### src/rtl/expr_equiv_sweeper_if.sv
// Bundle between the equivalence sweeper and whoever drives it and hosts the two
// expression implementations: sweep control, vector/sample path and result outputs.
interface expr_equiv_sweeper_if #(
  parameter int N_IN = 4
);
  localparam int N_VEC = 2**N_IN;

  logic              start;
  logic              abort;
  logic [N_IN-1:0]   vec;
  logic              in_a;
  logic              in_b;
  logic              busy;
  logic              done;
  logic              equal;
  logic [N_IN:0]     mismatch_cnt;
  logic [N_IN-1:0]   first_bad;
  logic              first_bad_vld;
  logic [N_VEC-1:0]  tt_a;
  logic [N_VEC-1:0]  tt_b;

  modport master (
    output start, abort, in_a, in_b,
    input  vec, busy, done, equal, mismatch_cnt, first_bad, first_bad_vld, tt_a, tt_b
  );

  modport slave (
    input  start, abort, in_a, in_b,
    output vec, busy, done, equal, mismatch_cnt, first_bad, first_bad_vld, tt_a, tt_b
  );
endinterface

### src/rtl/expr_equiv_sweeper.sv
// Walks every input vector through two implementations of one boolean function,
// builds both truth tables and reports equivalence, mismatch count and first bad vector.
//
// state    | meaning
// S_IDLE   | waiting for start; results of the last sweep held
// S_SETTLE | vector driven, waiting SETTLE cycles for the expressions to settle
// S_SAMPLE | capture in_a/in_b for the current vector, then advance or finish
// S_DONE   | one-cycle completion, done pulse visible
module expr_equiv_sweeper #(
  parameter int N_IN   = 4,
  parameter int SETTLE = 1
) (
  input logic                 i_clk,
  input logic                 i_rst_n,
  expr_equiv_sweeper_if.slave bus
);
  localparam int N_VEC = 2**N_IN;
  localparam int CW    = $clog2(SETTLE) + 1;
  localparam logic [CW-1:0] CNT_LAST = CW'(SETTLE - 1);

  typedef enum logic [1:0] {
    S_IDLE   = 2'd0,
    S_SETTLE = 2'd1,
    S_SAMPLE = 2'd2,
    S_DONE   = 2'd3
  } state_t;

  state_t           r_state;
  state_t           w_state_nxt;
  logic [CW-1:0]    r_cnt;
  logic [N_IN-1:0]  r_vec;
  logic             r_busy;
  logic             r_done;
  logic             r_equal;
  logic [N_IN:0]    r_mis_cnt;
  logic [N_IN-1:0]  r_first_bad;
  logic             r_first_bad_vld;
  logic [N_VEC-1:0] r_tt_a;
  logic [N_VEC-1:0] r_tt_b;

  logic             w_last;
  logic             w_cnt_hit;
  logic             w_miss;
  logic [N_IN:0]    w_mis_nxt;

  assign w_last    = (r_vec == {N_IN{1'b1}});
  assign w_cnt_hit = (r_cnt == CNT_LAST);
  assign w_miss    = bus.in_a ^ bus.in_b;
  assign w_mis_nxt = r_mis_cnt + {{N_IN{1'b0}}, w_miss};

  always_comb begin
    w_state_nxt = r_state;
    case (r_state)
      S_IDLE: begin
        if (bus.start) w_state_nxt = S_SETTLE;
      end
      S_SETTLE: begin
        if (bus.abort)      w_state_nxt = S_IDLE;
        else if (w_cnt_hit) w_state_nxt = S_SAMPLE;
      end
      S_SAMPLE: begin
        if (bus.abort)   w_state_nxt = S_IDLE;
        else if (w_last) w_state_nxt = S_DONE;
        else             w_state_nxt = S_SETTLE;
      end
      S_DONE:  w_state_nxt = S_IDLE;
      default: w_state_nxt = S_IDLE;
    endcase
  end

  always_ff @(posedge i_clk or negedge i_rst_n) begin
    if (!i_rst_n) begin
      r_state         <= S_IDLE;
      r_cnt           <= '0;
      r_vec           <= '0;
      r_busy          <= 1'b0;
      r_done          <= 1'b0;
      r_equal         <= 1'b0;
      r_mis_cnt       <= '0;
      r_first_bad     <= '0;
      r_first_bad_vld <= 1'b0;
      r_tt_a          <= '0;
      r_tt_b          <= '0;
    end else begin
      r_state <= w_state_nxt;
      // busy/done come straight from the next state so they line up with r_state
      r_busy  <= (w_state_nxt == S_SETTLE) || (w_state_nxt == S_SAMPLE);
      r_done  <= (w_state_nxt == S_DONE);
      case (r_state)
        S_IDLE: begin
          if (bus.start) begin
            r_vec           <= '0;
            r_cnt           <= '0;
            r_equal         <= 1'b0;
            r_mis_cnt       <= '0;
            r_first_bad     <= '0;
            r_first_bad_vld <= 1'b0;
            r_tt_a          <= '0;
            r_tt_b          <= '0;
          end
        end
        S_SETTLE: begin
          if (!bus.abort) r_cnt <= r_cnt + CW'(1);
        end
        S_SAMPLE: begin
          if (!bus.abort) begin
            r_tt_a[r_vec] <= bus.in_a;
            r_tt_b[r_vec] <= bus.in_b;
            r_mis_cnt     <= w_mis_nxt;
            if (w_miss && !r_first_bad_vld) begin
              r_first_bad     <= r_vec;
              r_first_bad_vld <= 1'b1;
            end
            // equal is resolved on the final sample so it appears together with done
            if (w_last) begin
              r_equal <= (w_mis_nxt == '0);
            end else begin
              r_vec <= r_vec + N_IN'(1);
              r_cnt <= '0;
            end
          end
        end
        default: ;
      endcase
    end
  end

  assign bus.vec           = r_vec;
  assign bus.busy          = r_busy;
  assign bus.done          = r_done;
  assign bus.equal         = r_equal;
  assign bus.mismatch_cnt  = r_mis_cnt;
  assign bus.first_bad     = r_first_bad;
  assign bus.first_bad_vld = r_first_bad_vld;
  assign bus.tt_a          = r_tt_a;
  assign bus.tt_b          = r_tt_b;
endmodule

### src/flat_wrapper.sv
// flat-port wrapper written by rule: the top's interface ports become plain ports
module expr_equiv_sweeper_flat 
#(
  parameter int N_IN   = 4,
  parameter int SETTLE = 1
)
  (i_clk, i_rst_n, bus_start, bus_abort, bus_in_a, bus_in_b, bus_vec, bus_busy, bus_done, bus_equal, bus_mismatch_cnt, bus_first_bad, bus_first_bad_vld, bus_tt_a, bus_tt_b);
  expr_equiv_sweeper_if #(.N_IN(N_IN)) bus_i ();
  input logic i_clk;
  input logic i_rst_n;
  input wire logic [$bits(bus_i.start)-1:0] bus_start;
  input wire logic [$bits(bus_i.abort)-1:0] bus_abort;
  input wire logic [$bits(bus_i.in_a)-1:0] bus_in_a;
  input wire logic [$bits(bus_i.in_b)-1:0] bus_in_b;
  output wire logic [$bits(bus_i.vec)-1:0] bus_vec;
  output wire logic [$bits(bus_i.busy)-1:0] bus_busy;
  output wire logic [$bits(bus_i.done)-1:0] bus_done;
  output wire logic [$bits(bus_i.equal)-1:0] bus_equal;
  output wire logic [$bits(bus_i.mismatch_cnt)-1:0] bus_mismatch_cnt;
  output wire logic [$bits(bus_i.first_bad)-1:0] bus_first_bad;
  output wire logic [$bits(bus_i.first_bad_vld)-1:0] bus_first_bad_vld;
  output wire logic [$bits(bus_i.tt_a)-1:0] bus_tt_a;
  output wire logic [$bits(bus_i.tt_b)-1:0] bus_tt_b;
  assign bus_i.start = bus_start;
  assign bus_i.abort = bus_abort;
  assign bus_i.in_a = bus_in_a;
  assign bus_i.in_b = bus_in_b;
  assign bus_vec = bus_i.vec;
  assign bus_busy = bus_i.busy;
  assign bus_done = bus_i.done;
  assign bus_equal = bus_i.equal;
  assign bus_mismatch_cnt = bus_i.mismatch_cnt;
  assign bus_first_bad = bus_i.first_bad;
  assign bus_first_bad_vld = bus_i.first_bad_vld;
  assign bus_tt_a = bus_i.tt_a;
  assign bus_tt_b = bus_i.tt_b;
  expr_equiv_sweeper #(.N_IN(N_IN), .SETTLE(SETTLE)) u_core (.i_clk(i_clk), .i_rst_n(i_rst_n), .bus(bus_i));
endmodule
### config.mk
export PLATFORM = sky130hd
export DESIGN_NAME = expr_equiv_sweeper_flat
export DESIGN_NICKNAME = d
export VERILOG_FILES = /design/src/rtl/expr_equiv_sweeper_if.sv /design/src/rtl/expr_equiv_sweeper.sv /design/src/flat_wrapper.sv
export SDC_FILE = /design/constraint.sdc
export NUM_CORES = 1
export LEC_CHECK = 0
export CORE_MARGIN = 2
export CORE_UTILIZATION = 34
export CTS_BUF_LIST = sky130_fd_sc_hd__clkbuf_4 sky130_fd_sc_hd__clkbuf_8 sky130_fd_sc_hd__clkbuf_16
export CTS_CLUSTER_SIZE = 20
export DETAILED_ROUTE_END_ITERATION = 12
export PLACE_DENSITY = 0.68
export SLEW_MARGIN = 5
export SYNTH_ARGS = -nofsm -noshare
export SYNTH_HDL_FRONTEND = slang
export SYNTH_SLANG_ARGS = --single-unit
### constraint.sdc
create_clock -name i_clk -period 1.7 [get_ports i_clk]
set_input_delay 0.255 -clock i_clk [delete_from_list [all_inputs] [get_ports i_clk]]
set_output_delay 0.255 -clock i_clk [all_outputs]
set_load 0.01 [all_outputs]
# [Word-level counts from Yosys, hierarchy flattened]
# Cells that the tools add are included.
[classes] n_reduce_logical=13 n_bitwise=1 add_sub_neg=3 magnitude_cmp=2 eq_ne=13 mux=36
[ops] cell="16-bit one-hot mux with 2 select lines" count=2
[ops] cell="16-bit two-way mux" count=3
[ops] cell="16-bit bitwise mux" count=2
[ops] cell="4-bit two-way mux" count=5
[ops] cell="4-bit one-hot mux with 2 select lines" count=2
[ops] cell="4-bit AND reduction" count=3
[ops] cell="2-bit two-way mux" count=5
[ops] cell="5-bit two-way mux" count=2
[ops] cell="5-bit one-hot mux with 2 select lines" count=1
[ops] cell="1-bit two-way mux" count=9
[ops] cell="2-bit == test, second input constant" count=4
[ops] cell="2-bit inequality test, second input constant" count=4
[ops] cell="2-bit one-hot mux with 4 select lines" count=1
[ops] cell="5-bit by 1-bit adder with 5-bit output" count=1
[ops] cell="5-bit zero test" count=1
[ops] cell="4-bit by 5-bit less-than comparator with 1-bit output, second input constant" count=1
[ops] cell="5-bit AND reduction" count=1
[ops] cell="4-bit by 1-bit adder with 4-bit output, second input constant" count=1
[ops] cell="1-bit demux with 4-bit select" count=1
[ops] cell="2-bit by 1-bit == test with 1-bit output, second input constant" count=2
[ops] cell="4-bit == test, second input constant" count=1
[ops] cell="4-bit by 1-bit >= comparator with 1-bit output, second input constant" count=1
[ops] cell="2-bit by 1-bit inequality test with 1-bit output, second input constant" count=2
[ops] cell="1-bit one-hot mux with 2 select lines" count=2
[ops] cell="other kinds (10)" count=11
[totals] ff_bits=52 output_inout_bits=49 word_cells=79

# [Depth between registers and ports, before layout]
[logic_depth] depth_word=7 ltp_mapped=7 ltp_nobuf=7

# [Worst setup path before layout]
# No wires, ideal clock.
[synth_timing] kind="in2reg" from="in bus_in_b" to="reg u_core.r_equal, in the netlist u_core.bus.equal" arrival_ns=1.686 path_slack_ns=-0.082 cell_stages=6 setup_ns=0.095 t_required_ns=1.605 cell_sequence="xnor2_1 inv_1 ha_1 ha_1 or4_1 o31ai_1"
[synth_via] elab_chain_len=6
[synth_rtl] item="start, declared" line="flat_wrapper.sv:14" rtl="input wire logic [$bits(bus_i.in_b)-1:0] bus_in_b;"
[synth_rtl] item="1-bit bitwise XOR" line="expr_equiv_sweeper.sv:48" rtl="assign w_miss = bus.in_a ^ bus.in_b;"
[synth_rtl] item="5-bit by 1-bit adder with 5-bit output" line="expr_equiv_sweeper.sv:49" rtl="assign w_mis_nxt = r_mis_cnt + {{N_IN{1'b0}}, w_miss};"
[synth_rtl] item="5-bit zero test" line="expr_equiv_sweeper.sv:116" rtl="r_equal <= (w_mis_nxt == '0);"
[synth_rtl] item="1-bit two-way mux" line="expr_equiv_sweeper.sv:115" rtl="if (w_last) begin"
[synth_rtl] item="1-bit two-way mux" line="expr_equiv_sweeper.sv:106" rtl="if (!bus.abort) begin"
[synth_rtl] item="1-bit one-hot mux with 2 select lines" line="expr_equiv_sweeper.sv:89" rtl="case (r_state)"
[synth_rtl] item="end signal, assigned" line="expr_equiv_sweeper.sv:116"
[synth_rtl] item="end, declared" line="expr_equiv_sweeper.sv:34" rtl="logic r_equal;"
# Every way passes these cells. The select of a mux whose other input is x is not followed.
# A chain may end at the register's enable or synchronous reset.

# [Worst setup path in the final report]
[layout_timing] from="in bus_in_a" to="reg u_core.r_equal, in the netlist u_core.bus.equal"
[layout_via] elab_chain_len=6
[layout_rtl] item="start, declared" line="flat_wrapper.sv:13" rtl="input wire logic [$bits(bus_i.in_a)-1:0] bus_in_a;"
[layout_rtl] item="1-bit bitwise XOR" line="expr_equiv_sweeper.sv:48"
[layout_rtl] item="5-bit by 1-bit adder with 5-bit output" line="expr_equiv_sweeper.sv:49"
[layout_rtl] item="5-bit zero test" line="expr_equiv_sweeper.sv:116"
[layout_rtl] item="1-bit two-way mux" line="expr_equiv_sweeper.sv:115"
[layout_rtl] item="1-bit two-way mux" line="expr_equiv_sweeper.sv:106"
[layout_rtl] item="1-bit one-hot mux with 2 select lines" line="expr_equiv_sweeper.sv:89"
# Every way passes these cells. The select of a mux whose other input is x is not followed.

==> flow_metrics.env <==
export IMPL_outcome="finished clean"
export IMPL_dr_total_vias=1958
export IMPL_timing_worst_setup_path_type="input pin to register"
export IMPL_globalplace_congestion=0.831
export IMPL_report_final_hold_viol_count=0
export IMPL_setup_viol=0
export IMPL_global_route_track_usage_on_met2_pct=25.8
export IMPL_clock_tree_htree_level_count=2
export IMPL_swShare_pct=32.3
export IMPL_fraction_of_power_consumed_by_sequential_logic_pct=45.2
export IMPL_post_route_cells_drive_above_1_share_pct=16.9
export IMPL_final_net_count=315
export IMPL_syn_instance_count=223
export IMPL_post_synth_main_area_contributors="sky130_fd_sc_hd__dfrtp_1 56%, sky130_fd_sc_hd__o22ai_1 6.5%, sky130_fd_sc_hd__inv_1 4.4%"
export IMPL_placedCellCount=373
export IMPL_first_iter_violations=138
export IMPL_synth_largest_area_cell="sky130_fd_sc_hd__dfrtp_1"
export IMPL_clockBufferDepth=2
export IMPL_floorplan_die_width_um=86.7
export IMPL_start_util_pct=34.6
export IMPL_share_comb_of_total_power_pct=32.9
export IMPL_vias_per_instance=5.13
export IMPL_cp_required_ns=1.92
export IMPL_cp_max_fo=2
export IMPL_overflow=0
export IMPL_grt_busiest_layer="met2"
export IMPL_final_common_cell="sky130_fd_sc_hd__clkdlybuf4s50_1"
export IMPL_timing_max_cap_violations=0
export IMPL_final_standard_cell_count_with_taps_included_and_fillers_excluded=382
export IMPL_grt_start_max_net_pins=28
export IMPL_crit_cells=7
export IMPL_tritoncts="yes"
export IMPL_first_global_vias=2025
export IMPL_timing_worst_slew_pin_value_ns=0.633
export IMPL_avgSynthCellArea_um2=10.4
export IMPL_internal_power_mw=2.11
export IMPL_wire_per_inst_um=14.9
export IMPL_total_switching_power_mw=1.01
export IMPL_cpPeakStageDelay_ns=0.54
export IMPL_slew_violations=0
export IMPL_synthesized_nets=236
export IMPL_syn_cell_area_mm2=0.00233
export IMPL_cell_family_with_the_largest_share_of_critical_path_delay="simple AND/OR/NAND/NOR gates"
export IMPL_use_met1_pct=23.2
export IMPL_fp_row_count=30
export IMPL_drt_wl_total_mm=5.70
export IMPL_reg2reg_depth=4
export IMPL_antenna_violating_nets_post_route=0
export IMPL_power_density_mw_per_mm2=947
export IMPL_fp_dieH_um=86.7
export IMPL_area_growth_pct=41.4
export IMPL_fill_cells=634
export IMPL_most_common_layout_cells="51 x sky130_fd_sc_hd__clkdlybuf4s50_1, 50 x sky130_fd_sc_hd__dfrtp_1, 27 x sky130_fd_sc_hd__inv_1"
export IMPL_core_area_mm2=0.00672
export IMPL_dp_hpwl_mm=4.22
export IMPL_yosys_warnings=0
export IMPL_synth_yosys_seq_area_share_pct=55.9
export IMPL_ios=55
export IMPL_synth_largest_type_area_fraction_pct=55.9
export IMPL_globalRouteTotalUtil_pct=16.3
export IMPL_critPathCaptureType="register"
export IMPL_power_leakage_nw=1.42
export IMPL_setup_clock_skew_after_layout_ns=0.00432
export IMPL_post_route_period_util_pct=96.9
export IMPL_synth_ff_latch_count=52
export IMPL_crit_chain="clkdlybuf4s15_2 > xnor2_4 > inv_1 > ha_2 > ha_4 > or4_4 > o31ai_4"
export IMPL_clk_latency_ns=0.30
export IMPL_cts_buffers=5
export IMPL_crit_arrival_ns=1.86
export IMPL_hold_depth=3
export IMPL_route_detailed_drc=0
export IMPL_final_critical_path_setup_slack_ns=0.0529
export IMPL_path_clk_slew_ns=0.09
export IMPL_cts_root_buffer="sky130_fd_sc_hd__clkbuf_8"
export IMPL_finalInstanceArea_mm2=0.00329
export IMPL_grt_first_pass_wirelength_mm=9.72
export IMPL_max_slew_margin_rel_pct=57.8
export IMPL_p_total_mw=3.11
export IMPL_cpMaxStageDelayCell="sky130_fd_sc_hd__or4_4"
export IMPL_power_share_clock_pct=21.9
export IMPL_min_path_type="input pin to register"
export IMPL_cts_num_sinks=52
export IMPL_grt_met3_usage_pct=2.86
export IMPL_setup_tns_ns=0
export IMPL_worst_setup_path_start_kind="input pin"
export IMPL_placed_area_mm2=0.00315
export IMPL_antennaDiodeCount=0
export IMPL_number_of_different_library_cells_in_the_post_synthesis_netlist=33
export IMPL_period_minus_slack_ns=1.65
export IMPL_initial_antenna_violation_count=0
export IMPL_placement_setup_worst_slack_ns=-0.720
export IMPL_critical_path_buf_inv_count=2
export IMPL_drt_pass1_iterations=4
export IMPL_die_area_mm2=0.00752
export IMPL_number_of_i_o_port_buffers=54
export IMPL_maxClockFrequency_mhz=607
export IMPL_power_ir_vdd_worst_uv=382
## cell usage after synthesis
cell type / number
sky130_fd_sc_hd__dfrtp_1: 52
sky130_fd_sc_hd__inv_1: 27
sky130_fd_sc_hd__o22ai_1: 24
sky130_fd_sc_hd__nand2_1: 19
sky130_fd_sc_hd__a21oi_1: 16
sky130_fd_sc_hd__a22o_1: 9
sky130_fd_sc_hd__nand3_1: 9
sky130_fd_sc_hd__ha_1: 7
sky130_fd_sc_hd__o2bb2ai_1: 6
sky130_fd_sc_hd__a21o_1: 5
sky130_fd_sc_hd__buf_2: 5
sky130_fd_sc_hd__nor2_1: 5
sky130_fd_sc_hd__o21ai_0: 4
sky130_fd_sc_hd__clkbuf_1: 3
sky130_fd_sc_hd__nor2b_1: 3
sky130_fd_sc_hd__o21ai_1: 3
sky130_fd_sc_hd__xnor2_1: 3
sky130_fd_sc_hd__a32o_1: 2
sky130_fd_sc_hd__and3_1: 2
sky130_fd_sc_hd__nand2_2: 2
sky130_fd_sc_hd__nor3_1: 2
sky130_fd_sc_hd__nor3b_1: 2
sky130_fd_sc_hd__nor3b_2: 2
sky130_fd_sc_hd__xor2_1: 2
sky130_fd_sc_hd__a31oi_1: 1
sky130_fd_sc_hd__mux2_2: 1
sky130_fd_sc_hd__nand2b_1: 1
sky130_fd_sc_hd__nor2_2: 1
sky130_fd_sc_hd__nor4_2: 1
sky130_fd_sc_hd__o31ai_1: 1
sky130_fd_sc_hd__or3_1: 1
sky130_fd_sc_hd__or3b_1: 1
sky130_fd_sc_hd__or4_1: 1
## metal layers
metal,routed length (um),up-vias
li1,-,949
met1,2680,957
met2,2750,47
met3,232,5
met4,42,0
met5,0,-
## timing repair
action | 4_1_cts | 5_1_grt
cloned | 0 | 0
hold buffers | 1 | 0
gates resized for setup | 12 | 4
endpoints found under the hold margin | 26 | 0
setup endpoints to repair | 2 | 9
pin swaps | 3 | 1
buffers inserted | 0 | 1
## cells by family (layout without fill, tap and decap cells)
logic type	Yosys count	after routing	synth area share (%)
buf+inv	35	114	5.92
compound gates	71	71	20.1
flops	52	52	55.9
mux	1	1	0.484
fa+ha+maj	7	7	3.77
simple gates	52	52	11.9
xor+xnor	5	5	1.88
## metrics by stage
step	utilization [%]	hold WS (ns)
6_report	49.0	0.419
5_1_grt	49.0	0.419
4_1_cts	48.7	0.414
3_5_place_dp	46.9	0.306
3_3_place_gp	46.9	0.302
2_1_floorplan	-	-0.0406
## registers in the layout (all words and copies together), names as in the netlist
register,count
u_core.r_cnt,1
u_core.bus.equal,1
u_core.bus.mismatch_cnt,5
u_core.bus.tt_b,16
u_core.bus.done,1
u_core.bus.busy,1
u_core.bus.first_bad,4
u_core.bus.first_bad_vld,1
u_core.bus.tt_a,16
u_core.bus.vec,4
u_core.r_state,2
## path summary, 6_finish.rpt
| check | start | slack [ns] | endpoint |
|---|---|---|---|
| min reg2reg | u_core.bus.tt_a[0] | 0.50 | u_core.bus.tt_a[0] |
| min in group asynchronous | i_rst_n | 0.50 | u_core.bus.busy |
| min | bus_in_b | 0.42 | u_core.bus.tt_b[2] |
| max | bus_in_a | 0.05 | u_core.bus.equal |
| max reg2reg | u_core.bus.mismatch_cnt[0] | 0.06 | u_core.bus.equal |
| max in group asynchronous | i_rst_n | 0.64 | u_core.bus.tt_b[12] |
## power by group through the flow
stage                     clock network, mW  registers, mW  logic (mW)
final                                 0.680           1.41        1.03
after CTS                             0.696           1.41        1.00
after global placement                    0           1.43       0.962
after detailed placement                  0           1.43       0.975
after floorplan                           0           1.45       0.487
after global routing                  0.748           1.43        1.15
## worst register-to-register path: stages, from the launching register on
cell and delay (ns):
sky130_fd_sc_hd__dfrtp_1 0.40, sky130_fd_sc_hd__ha_2 0.20, sky130_fd_sc_hd__ha_4 0.24, sky130_fd_sc_hd__or4_4 0.54, sky130_fd_sc_hd__o31ai_4 0.18
## cell type report
class,instances,area [um^2],area share [%]
clock inverter,1,5.00,0.152
timing repair buffer,80,754,22.9
clock buffer,6,76.3,2.32
inverter,27,101,3.08
tap,80,100,3.04
sequential,52,1300,39.6
multi-input combinational,136,948,28.8
Power figures use the tool's default switching activity.
